## src/rtl/sram_port_arbiter.sv

```systemverilog
// sram_port_arbiter
//   Controller for a single-port 2^ADDR_W x DATA_W SRAM shared by two
//   requesters. After reset it optionally zero-fills the whole array. It then
//   arbitrates round-robin between requester 0 and requester 1, one
//   outstanding command at a time: IDLE (accept) -> ACCESS (SRAM cycle) ->
//   RESP (hold response until consumed).
//
// Ports
//   clk, rst                  clock, synchronous active-high reset
//   reqN_valid/ready          command handshake for requester N (0, 1)
//   reqN_we/addr/wdata        command: write flag, word address, write data
//   rspN_valid/ready/data     response handshake; data is 0 for write acks
//   mem_cs/we/addr/wdata      SRAM control and write data (registered)
//   mem_rdata                 SRAM read data, combinational from mem_addr
//   busy                      high while the power-up clear runs
module sram_port_arbiter #(
    parameter int ADDR_W         = 7,
    parameter int DATA_W         = 32,
    parameter bit CLEAR_ON_RESET = 1'b1
) (
    input  logic              clk,
    input  logic              rst,
    input  logic              req0_valid,
    output logic              req0_ready,
    input  logic              req0_we,
    input  logic [ADDR_W-1:0] req0_addr,
    input  logic [DATA_W-1:0] req0_wdata,
    output logic              rsp0_valid,
    output logic [DATA_W-1:0] rsp0_data,
    input  logic              rsp0_ready,
    input  logic              req1_valid,
    output logic              req1_ready,
    input  logic              req1_we,
    input  logic [ADDR_W-1:0] req1_addr,
    input  logic [DATA_W-1:0] req1_wdata,
    output logic              rsp1_valid,
    output logic [DATA_W-1:0] rsp1_data,
    input  logic              rsp1_ready,
    output logic              mem_cs,
    output logic              mem_we,
    output logic [ADDR_W-1:0] mem_addr,
    output logic [DATA_W-1:0] mem_wdata,
    input  logic [DATA_W-1:0] mem_rdata,
    output logic              busy
);

    typedef enum logic [1:0] {INIT, IDLE, ACCESS, RESP} state_t;

    state_t            state;
    logic [ADDR_W:0]   clr_cnt;   // extra MSB flags "all addresses written"
    logic              ptr;       // requester that wins a tie
    logic              owner;     // requester of the in-flight command
    logic              grant;     // requester selected this cycle
    logic              any_req;
    logic              rsp_take;

    // Grant: a lone requester wins; on a tie the priority pointer decides.
    always_comb begin
        any_req = req0_valid | req1_valid;
        grant   = 1'b0;
        if (req0_valid && req1_valid) begin
            grant = ptr;
        end else if (req1_valid) begin
            grant = 1'b1;
        end
        req0_ready = (state == IDLE) && !rst && req0_valid && !grant;
        req1_ready = (state == IDLE) && !rst && req1_valid && grant;
        rsp_take   = owner ? rsp1_ready : rsp0_ready;
    end

    // The registered mem_we/mem_addr/mem_wdata double as the command
    // register: they are loaded on the accept edge and drive the SRAM
    // directly during ACCESS.
    always_ff @(posedge clk) begin
        if (rst) begin
            state      <= CLEAR_ON_RESET ? INIT : IDLE;
            busy       <= CLEAR_ON_RESET;
            clr_cnt    <= '0;
            ptr        <= 1'b0;
            owner      <= 1'b0;
            mem_cs     <= 1'b0;
            mem_we     <= 1'b0;
            mem_addr   <= '0;
            mem_wdata  <= '0;
            rsp0_valid <= 1'b0;
            rsp0_data  <= '0;
            rsp1_valid <= 1'b0;
            rsp1_data  <= '0;
        end else begin
            case (state)
                INIT: begin
                    if (clr_cnt[ADDR_W]) begin
                        mem_cs <= 1'b0;
                        mem_we <= 1'b0;
                        busy   <= 1'b0;
                        state  <= IDLE;
                    end else begin
                        mem_cs    <= 1'b1;
                        mem_we    <= 1'b1;
                        mem_addr  <= clr_cnt[ADDR_W-1:0];
                        mem_wdata <= '0;
                        clr_cnt   <= clr_cnt + 1'b1;
                    end
                end
                IDLE: begin
                    if (any_req) begin
                        owner     <= grant;
                        ptr       <= ~grant;
                        mem_cs    <= 1'b1;
                        mem_we    <= grant ? req1_we    : req0_we;
                        mem_addr  <= grant ? req1_addr  : req0_addr;
                        mem_wdata <= grant ? req1_wdata : req0_wdata;
                        state     <= ACCESS;
                    end
                end
                ACCESS: begin
                    mem_cs <= 1'b0;
                    mem_we <= 1'b0;
                    if (owner) begin
                        rsp1_valid <= 1'b1;
                        rsp1_data  <= mem_we ? '0 : mem_rdata;
                    end else begin
                        rsp0_valid <= 1'b1;
                        rsp0_data  <= mem_we ? '0 : mem_rdata;
                    end
                    state <= RESP;
                end
                RESP: begin
                    if (rsp_take) begin
                        rsp0_valid <= 1'b0;
                        rsp0_data  <= '0;
                        rsp1_valid <= 1'b0;
                        rsp1_data  <= '0;
                        state      <= IDLE;
                    end
                end
                default: state <= IDLE;
            endcase
        end
    end

endmodule

```

## config.mk

```make
export PLATFORM = sky130hd
export DESIGN_NAME = sram_port_arbiter
export DESIGN_NICKNAME = d
export VERILOG_FILES = /design/src/rtl/sram_port_arbiter.sv
export SDC_FILE = /design/constraint.sdc
export NUM_CORES = 1
export LEC_CHECK = 0
export CORE_UTILIZATION = 40
export CTS_CLUSTER_SIZE = 30
export DETAILED_ROUTE_END_ITERATION = 12
export PLACE_DENSITY = 0.77
export SLEW_MARGIN = 10
export SYNTH_ARGS = -nofsm -noshare
export SYNTH_HDL_FRONTEND = slang
export SYNTH_SLANG_ARGS = --single-unit
```

## constraint.sdc

```tcl
create_clock -name clk -period 2.1 [get_ports clk]
set_clock_uncertainty 0.2 [all_clocks]
set_input_delay 0.42 -clock clk [delete_from_list [all_inputs] [get_ports clk]]
set_output_delay 0.42 -clock clk [all_outputs]
set_load 0.1 [all_outputs]
```

# --- After elaboration in Yosys (flattened, before gate mapping) ---
# Index checks and enable logic that the tools add are counted.
# W data, S select, Z words.
totals:
  out_inout_bits: 110
  word_cells: 80
  reg_bits: 120
  inputBits: 118
op_classes:
  bitwise: 3
  eq_ne: 9
  mux: 33
  reduce_logical: 20
  addsub: 1
ops:
  columns: ["operator", "n"]
  rows:
  - ["$mux W32", 7]
  - ["$pmux W32 S2", 3]
  - ["$mux W7", 3]
  - ["$pmux W7 S2", 1]
  - ["$ne A2 B2 Y1 const B", 6]
  - ["$reduce_and A3 Y1", 4]
  - ["$mux W1", 10]
  - ["$add A8 B1 Y8 const B", 1]
  - ["$mux W8", 1]
  - ["$pmux W2 S4", 1]
  - ["$reduce_and A2 Y1", 4]
  - ["$logic_and A1 B1 Y1", 6]
  - ["$mux W2", 3]
  - ["$pmux W1 S3", 2]
  - ["$eq A2 B2 Y1 const B", 2]
  - ["$pmux W1 S2", 2]
  - ["$reduce_bool A2 Y1", 2]
  - ["$reduce_bool A3 Y1", 1]
  - ["$eq A2 B1 Y1 const B", 1]
  - ["$logic_not A1 Y1", 2]
  - ["$logic_not A2 Y1", 1]
  - ["$not A1 Y1", 2]
  - ["$or A1 B1 Y1", 1]

# --- Depth between registers and ports, before layout ---
# Gate-level depths: netlist of run 1.
logic_depth:
  word_depth: 5
  depth_mapped: 8
  ltp_nobuf: 6

# --- Worst setup path before layout of run 1 ---
# Ideal clock, no wire load.
synth_path:
  path_type: "register to output"
  start: "reg state[1]"
  end: "out req0_ready"
  setup_slack_ns: -1.639
  path_stages_with_launch: 7
  path_buffers: 2
  required_ns: 1.480
  t_arrival_ns: 3.119
  cell_sequence: "dfxtp_1 > inv_1 > ha_1 > buf_2 > buf_1 > nand2_1 > nor3_1"
synth_between:
  elab_chain_cells: 4
synth_rtl:
  columns: ["element", "line", "rtl"]
  rows:
  - ["from (decl)", "49", "state_t state;"]
  - ["from (signal assigned)", "76", "state <= CLEAR_ON_RESET ? INIT : IDLE;"]
  - ["$eq A2 B1 Y1", "66", "req0_ready = (state == IDLE) && !rst && req0_valid && !grant;"]
  - ["$logic_and A1 B1 Y1 (3 in a row)", "66", null]
  - ["to (decl)", "24", "output logic req0_ready,"]
# No other way between the ends.

# --- Worst setup path in the final report of run 1 ---
layout_path:
  start: "reg state[1]"
  end: "out req1_ready"
layout_between:
  elab_chain_cells: 4
layout_rtl:
  columns: ["element", "line", "rtl"]
  rows:
  - ["$eq A2 B1 Y1", "67", "req1_ready = (state == IDLE) && !rst && req1_valid && grant;"]
  - ["$logic_and A1 B1 Y1 (3 in a row)", "67", null]
  - ["to (decl)", "32", "output logic req1_ready,"]
# No other way between the ends.

==> results by group, run 1 <==
Critical path
  • Required time of the critical path: 1480 ps
  • CP startpoint kind: register
  • Worst setup EP type: output port
  • Worst Path Arrival: 1520 ps
  • Critical Path Fanout Max: 4
  • Crit path kind: reg -> out

Timing
  • Worst hold margin: 177 ps
  • Final setup TNS: -46.3 ps
  • Timing-limited maximum frequency: 0.467 GHz
  • Fin crit share: 102%
  • Max_slew headroom: 72.8%
  • Final Setup Violations: 2
  • RSZ-0062 raised after global routing: true
  • Final min period: 2140 ps
  • Fin worst setup slack: -40.1 ps
  • Final Max Tran Viols: 0
  • Worst-margin pin slew: 408 ps
  • Final hold viol count: 0

Yosys
  • Share of synthesized flip-flops with an asynchronous set or reset: 0%
  • Area leader, netlist: dfxtp_1
  • Synth top area share: 47.3%
  • Syn_nets: 661
  • Post-synth top cells: 120 x dfxtp_1, 65 x nand2b_1, 64 x nand3_1, 64 x o21ai_0, 36 x mux2i_1
  • Synth unique cells: 42
  • Register bit count reported by yosys: 120
  • Ranking of synthesized cells by area: dfxtp_1 47%, nand2b_1 8.0%, mux2i_1 7.1%
  • Sequential share of the synthesized area: 47.3%
  • Syn Inst Count: 537
  • Mean area per synthesized cell: 9.46 um^2
  • Prevailing post-synth register cell: dfxtp_1
  • Most common cell in the netlist: dfxtp_1
  • Synthesized area: 0.00508 mm^2
  • EDFF count, synth: 0
  • Synth warn: 0

Outcome
  • Failing checks: negative setup slack
  • Status: complete, but fails checks

Clock tree
  • CTS H-tree lvls: 4
  • Reg clk slew, reported paths: 60 ps
  • Inserted Clock Buffers: 17
  • CTS tree: yes
  • Post-CTS Hold Buffers: 0
  • CTS max path bufs: 2
  • Root Buffer: clkbuf_16
  • Skew-Pair Late Insertion Delay: 410 ps
  • Clk sinks: 120

Floorplan
  • Row cnt: 40
  • Io pins: 228
  • Initial Util: 41.6%
  • Horiz. Die Dim: 115 um
  • Die ar.: 0.0132 mm^2
  • Core area: 0.0122 mm^2
  • Chip Height: 115 um

Global route
  • Largest net degree at the start of global routing: 65
  • Initial antenna violation count: 0
  • Tot GR Track Use: 25.9%
  • Global-route wire length before repair: 25800 um
  • GR Overflow Total: 0
  • Number of global-route vias before repair: 5138

Drt
  • Final routed DRC violation total: 0
  • Vias per cell: 5.23
  • Routed Antenna Nets: 0
  • DR vias: 4956
  • DRT iter0 DRCs: 407
  • First-pass iteration count of the detailed router: 4
  • WL per Instance: 17.6 um
  • Final WL: 16700 um

Placement
  • Port Buf Inserts: 227
  • Dpl ws: -214 ps
  • Global placer's final weighted congestion: 0.831
  • DP HPWL: 12300 um
  • Cell Area, Placed: 0.00867 mm^2

Min path
  • Hold WC Path Type: in -> reg

Run
  • Max-cap viol count: 0

Finish
  • Fraction of layout cells with a size suffix above 1: 24.6%
  • Area Growth Syn to Fin: 82.2%
  • Antenna diodes: 0
  • Post-layout util: 75.8%
  • Design area: 0.00925 mm^2
  • NumNets Final: 894

Power
  • Leakage: 3.55 nW
  • PwrDens: 982 mW/mm^2
  • Max VDD drop: 0.000896 V
==> kinds of logic after synthesis <==
group,share of synthesized area (%)
AND/OR/NAND/NOR,20.8
AO/OA/AOI/OAI,17.4
adder cells (fa/ha/maj),1.48
buffers and inverters,4.61
XOR/XNOR,1.03
multiplexers,7.39
flip-flops,47.3
==> flip-flops by register name, summed over array words and instances, names as in the netlist <==
register and cells:
mem_wdata 32, rsp1_valid 1, state 2, rsp0_data 32, owner 1, mem_addr 7, rsp0_valid 1, ptr 1
rsp1_data 32, mem_cs 1, busy 1, mem_we 1, clr_cnt 8
==> layer usage <==
layer	vias to the layer above	routed length (um)	part of all wire, %	GRT usage [%]
met1	2318	6460	39	27.0
li1	2381	-	-	-
met5	-	0	0	0
met2	224	8040	48	44.6
met4	0	395	2.4	9.78
met3	33	1790	11	12.8
==> metrics by stage <==
step	instances	power [mW]
finish	947	9.09
global route	947	9.40
floorplan	537	5.08
CTS	945	9.11
detailed placement	911	6.47
global placement	911	6.39
==> worst paths after layout <==
kind	from	to	slack, ps	cells past startpoint
setup reg to reg	state[1]$_SDFFE_PP0P_	rsp1_data[20]$_SDFFE_PP0P_	70	8
setup / recovery	state[1]$_SDFFE_PP0P_	req1_ready	-40	5
hold reg to reg	rsp0_data[28]$_SDFFE_PP0P_	rsp0_data[28]$_SDFFE_PP0P_	270	2
hold / removal	rst	owner$_SDFFE_PP0P_	180	2
==> cells in the final DEF (no fill, tap or decap), types with 4 or more instances in the layout <==
cell | Yosys | routed
dfxtp_1 | 120 | 118
a21oi_1 | 5 | 5
o2bb2ai_1 | 31 | 31
ha_1 | 6 | 4
clkinv_2 | 0 | 5
nand4_1 | 6 | 6
mux2i_1 | 36 | 36
clkbuf_16 | 0 | 17
nand2b_1 | 65 | 64
o21ai_0 | 64 | 63
nand2_1 | 7 | 5
clkdlybuf4s50_1 | 0 | 114
nand3_1 | 64 | 64
or3_1 | 14 | 14
o21a_1 | 7 | 7
nor2_1 | 17 | 16
buf_4 | 1 | 35
buf_12 | 0 | 107
a32o_1 | 7 | 7
xor2_1 | 5 | 5
==> cell type report <==
class                   instances  area [um^2]
repair buffers                260         3580
clock inverters                 5         25.0
inverters                       5         25.0
clock buffers                  23          478
well taps                     168          210
fillers                       804         2960
flip-flops and latches        120         2410
multi-input cells             366         2530
==> report_power, final <==
| part | internal, mW | leakage, nW | switching [mW] |
|---|---|---|---|
| Clock | 1.56 | 0.254 | 0.967 |
| Sequential | 2.52 | 0.971 | 0.279 |
| Combinational | 1.48 | 2.33 | 2.29 |
| Total | 5.55 | 3.55 | 3.53 |
==> timing repair <==
| item | CTS | global route |
|---|---|---|
| setup buffers | 6 | 2 |
| pin swaps | 1 | 2 |
| hold endpoints to repair | 0 | 0 |
| setup endpoints to repair | 2 | 18 |
| gates resized for setup | 5 | 7 |
| cloned | 0 | 0 |
==> critical path, stage by stage, from the launching register on <==
cell and delay, ps:
dfxtp_4 350, inv_4 70, ha_4 190, clkinvlp_4 140
nor3_4 160, buf_12 200
Power figures use the tool's default switching activity.
==> inputs of run 2 (changes only) <==
--- a/config.mk
+++ b/config.mk
@@ -5,10 +5,12 @@
 export SDC_FILE = /design/constraint.sdc
 export NUM_CORES = 1
 export LEC_CHECK = 0
+export CELL_PAD_IN_SITES_DETAIL_PLACEMENT = 0
+export CELL_PAD_IN_SITES_GLOBAL_PLACEMENT = 1
 export CORE_UTILIZATION = 40
-export CTS_CLUSTER_SIZE = 30
 export DETAILED_ROUTE_END_ITERATION = 12
-export PLACE_DENSITY = 0.77
+export DONT_BUFFER_PORTS = 1
+export PLACE_DENSITY_LB_ADDON = 0.1
 export SLEW_MARGIN = 10
 export SYNTH_ARGS = -nofsm -noshare
 export SYNTH_HDL_FRONTEND = slang
==> run 2 against run 1 <==
Net effect: wire length shrank 3.1%; the run still ends with negative setup slack left; sequential share of layout area grew 3.0 points; via count grew 1.1%; critical path type unchanged.
==> results by group, run 2 (synthesis gave the netlist of run 1 again) <==
Outcome
  • Status: complete, but fails checks
  • Failing checks: negative setup slack

Timing
  • Final Max Tran Viols: 0
  • Worst hold margin: 4.48 ps
  • Final Setup Violations: 2
  • RSZ-0062 raised after global routing: true
  • Final hold viol count: 0
  • Fin crit share: 100%
  • Fin worst setup slack: -10.0 ps
  • Timing-limited maximum frequency: 0.474 GHz
  • Final min period: 2110 ps
  • Max_slew headroom: 64.6%
  • Worst-margin pin slew: 530 ps

Power
  • Sw frac: 39.4%
  • PwrDens: 1070 mW/mm^2
  • Internal Power: 5.39 mW
  • Leakage: 3.25 nW
  • Clock power frac: 32.6%
  • Sw Pwr: 3.50 mW
  • Comb power frac: 37.7%
  • Max VDD drop: 0.000708 V
  • Seq pwr share: 29.7%

Drt
  • DR vias: 5010
  • Final routed DRC violation total: 0
  • First-pass iteration count of the detailed router: 4
  • Final WL: 16200 um
  • DRT iter0 DRCs: 243
  • WL per Instance: 16.8 um
  • Vias per cell: 5.21
  • Routed Antenna Nets: 0

Finish
  • NumNets Final: 905
  • Antenna diodes: 0
  • Post-Layout Cell Count: 962
  • Biggest regs: mem_wdata (32), rsp0_data (32), rsp1_data (32)
  • Commonest non-fill, non-tap cells in the layout: 139 x dlygate4sd3_1, 121 x buf_4, 118 x dfxtp_1
  • Post-layout util: 68.0%
  • Area Growth Syn to Fin: 63.6%
  • Most common cell after layout, fill and taps aside: dlygate4sd3_1
  • Fraction of layout cells with a size suffix above 1: 24.1%
  • Design area: 0.00831 mm^2

Run
  • Max-cap viol count: 0

Critical path
  • Slowest stage delay, CP: 360 ps
  • Worst path depth: 5
  • Worst path slowest cell: dfxtp_4
  • CP startpoint kind: register
  • Crit-path cells: inv_4, ha_4, clkinvlp_4, nor3_4, buf_12
  • R2r startpoint: state[1]$_SDFFE_PP0P_
  • Worst setup EP type: output port
  • Buf/Inv on CP: 3
  • Critical Path Fanout Max: 4
  • Crit. Startpoint: state[1]$_SDFFE_PP0P_
  • Worst Reg-to-Reg Cells: 8
  • Worst r2r dst: mem_addr[2]$_SDFFE_PP0P_
  • Crit path max-delay family: buffers and inverters
  • Worst Path Arrival: 1490 ps
  • Required time of the critical path: 1480 ps
  • R2R Setup Slk: 0 ps
  • Crit path kind: reg -> out

Clock tree
  • Reg clk slew, reported paths: 50 ps
  • CTS max path bufs: 2
  • Root Buffer: clkbuf_16
  • CTS H-tree lvls: 4
  • Inserted Clock Buffers: 17
  • Clk sinks: 120
  • CTS tree: yes
  • Skew-Pair Late Insertion Delay: 410 ps

Global route
  • Tot GR Track Use: 23.9%
  • Global-route wire length before repair: 24100 um
  • GR Overflow Total: 0
  • Initial antenna violation count: 0
  • Number of global-route vias before repair: 4831
  • Largest net degree at the start of global routing: 87

Min path
  • Hold WC Path Type: in -> reg
  • Hold_sp: req1_we
  • Cell count of the worst hold path: 2
  • Worst Hold End: mem_we$_SDFFE_PP0P_

Floorplan
  • Initial Util: 41.6%
  • Chip Height: 115 um
  • Io pins: 228
  • Die ar.: 0.0132 mm^2
  • Row cnt: 40
  • Core area: 0.0122 mm^2
  • Horiz. Die Dim: 115 um

Placement
  • Port Buf Inserts: 0
  • Global placer's final weighted congestion: 0.776
  • Placed cells: 779
  • DP HPWL: 9200 um
  • Cell Area, Placed: 0.00614 mm^2
[run 2: power groups by stage]
stage | registers (mW) | logic, mW | clock network [mW]
floorplan | 3.99 | 1.08 | 0
global placement | 2.67 | 2.91 | 0
detailed placement | 2.67 | 2.93 | 0
finish | 2.64 | 3.35 | 2.90
global route | 2.67 | 3.50 | 3.06
CTS | 2.63 | 3.15 | 2.95
[run 2: per-layer routing]
metal	vias up	wire, um	global-route usage (%)
met5	-	0	0
met2	222	8210	40.5
li1	2413	-	-
met3	35	1300	8.47
met1	2340	6300	26.7
met4	0	374	11.8
[run 2: worst max-delay path by stage]
stage	slack, ps	endpoint
2_1_floorplan	-130	req1_ready
3_3_place_gp	120	mem_addr[1]$_SDFFE_PP0P_
3_5_place_dp	50	rsp1_data[19]$_SDFFE_PP0P_
4_1_cts	-20	req1_ready
5_1_grt	-60	mem_addr[2]$_SDFFE_PP0P_
6_report	-10	req1_ready
[run 2: through the flow]
| step | TNS, ps | power [mW] | worst slack [ps] |
|---|---|---|---|
| after floorplan | -241 | 5.08 | -130 |
| after global placement | 0 | 5.58 | 118 |
| after detailed placement | 0 | 5.60 | 54.4 |
| after CTS | -20.0 | 8.73 | -18.2 |
| after global routing | -558 | 9.23 | -62.9 |
| final | -16.7 | 8.89 | -10.0 |
[run 2: repair_timing]
action,in CTS,in global routing
hold buffers,137,2
setup endpoints to repair,2,80
resized for setup,5,16
setup buffers,4,6
endpoints found under the hold margin,107,12
gates cloned,0,2
pin swaps,0,13
[run 2: final cells by class]
type / count / area, um^2
clock buffer: 25 / 505
tap: 168 / 210
clock inverter: 7 / 90.1
sequential: 120 / 2410
multi-input combinational: 368 / 2610
fill: 968 / 3900
timing repair buffer: 269 / 2460
inverter: 5 / 25.0
==> inputs of run 3 (changes only) <==
--- a/config.mk
+++ b/config.mk
@@ -11,7 +11,7 @@
 export DETAILED_ROUTE_END_ITERATION = 12
 export DONT_BUFFER_PORTS = 1
 export PLACE_DENSITY_LB_ADDON = 0.1
-export SLEW_MARGIN = 10
+export SLEW_MARGIN = 20
 export SYNTH_ARGS = -nofsm -noshare
 export SYNTH_HDL_FRONTEND = slang
 export SYNTH_SLANG_ARGS = --single-unit
==> results of run 3 <==
No change in the layout: final DEF, timing and power equal those of run 2.
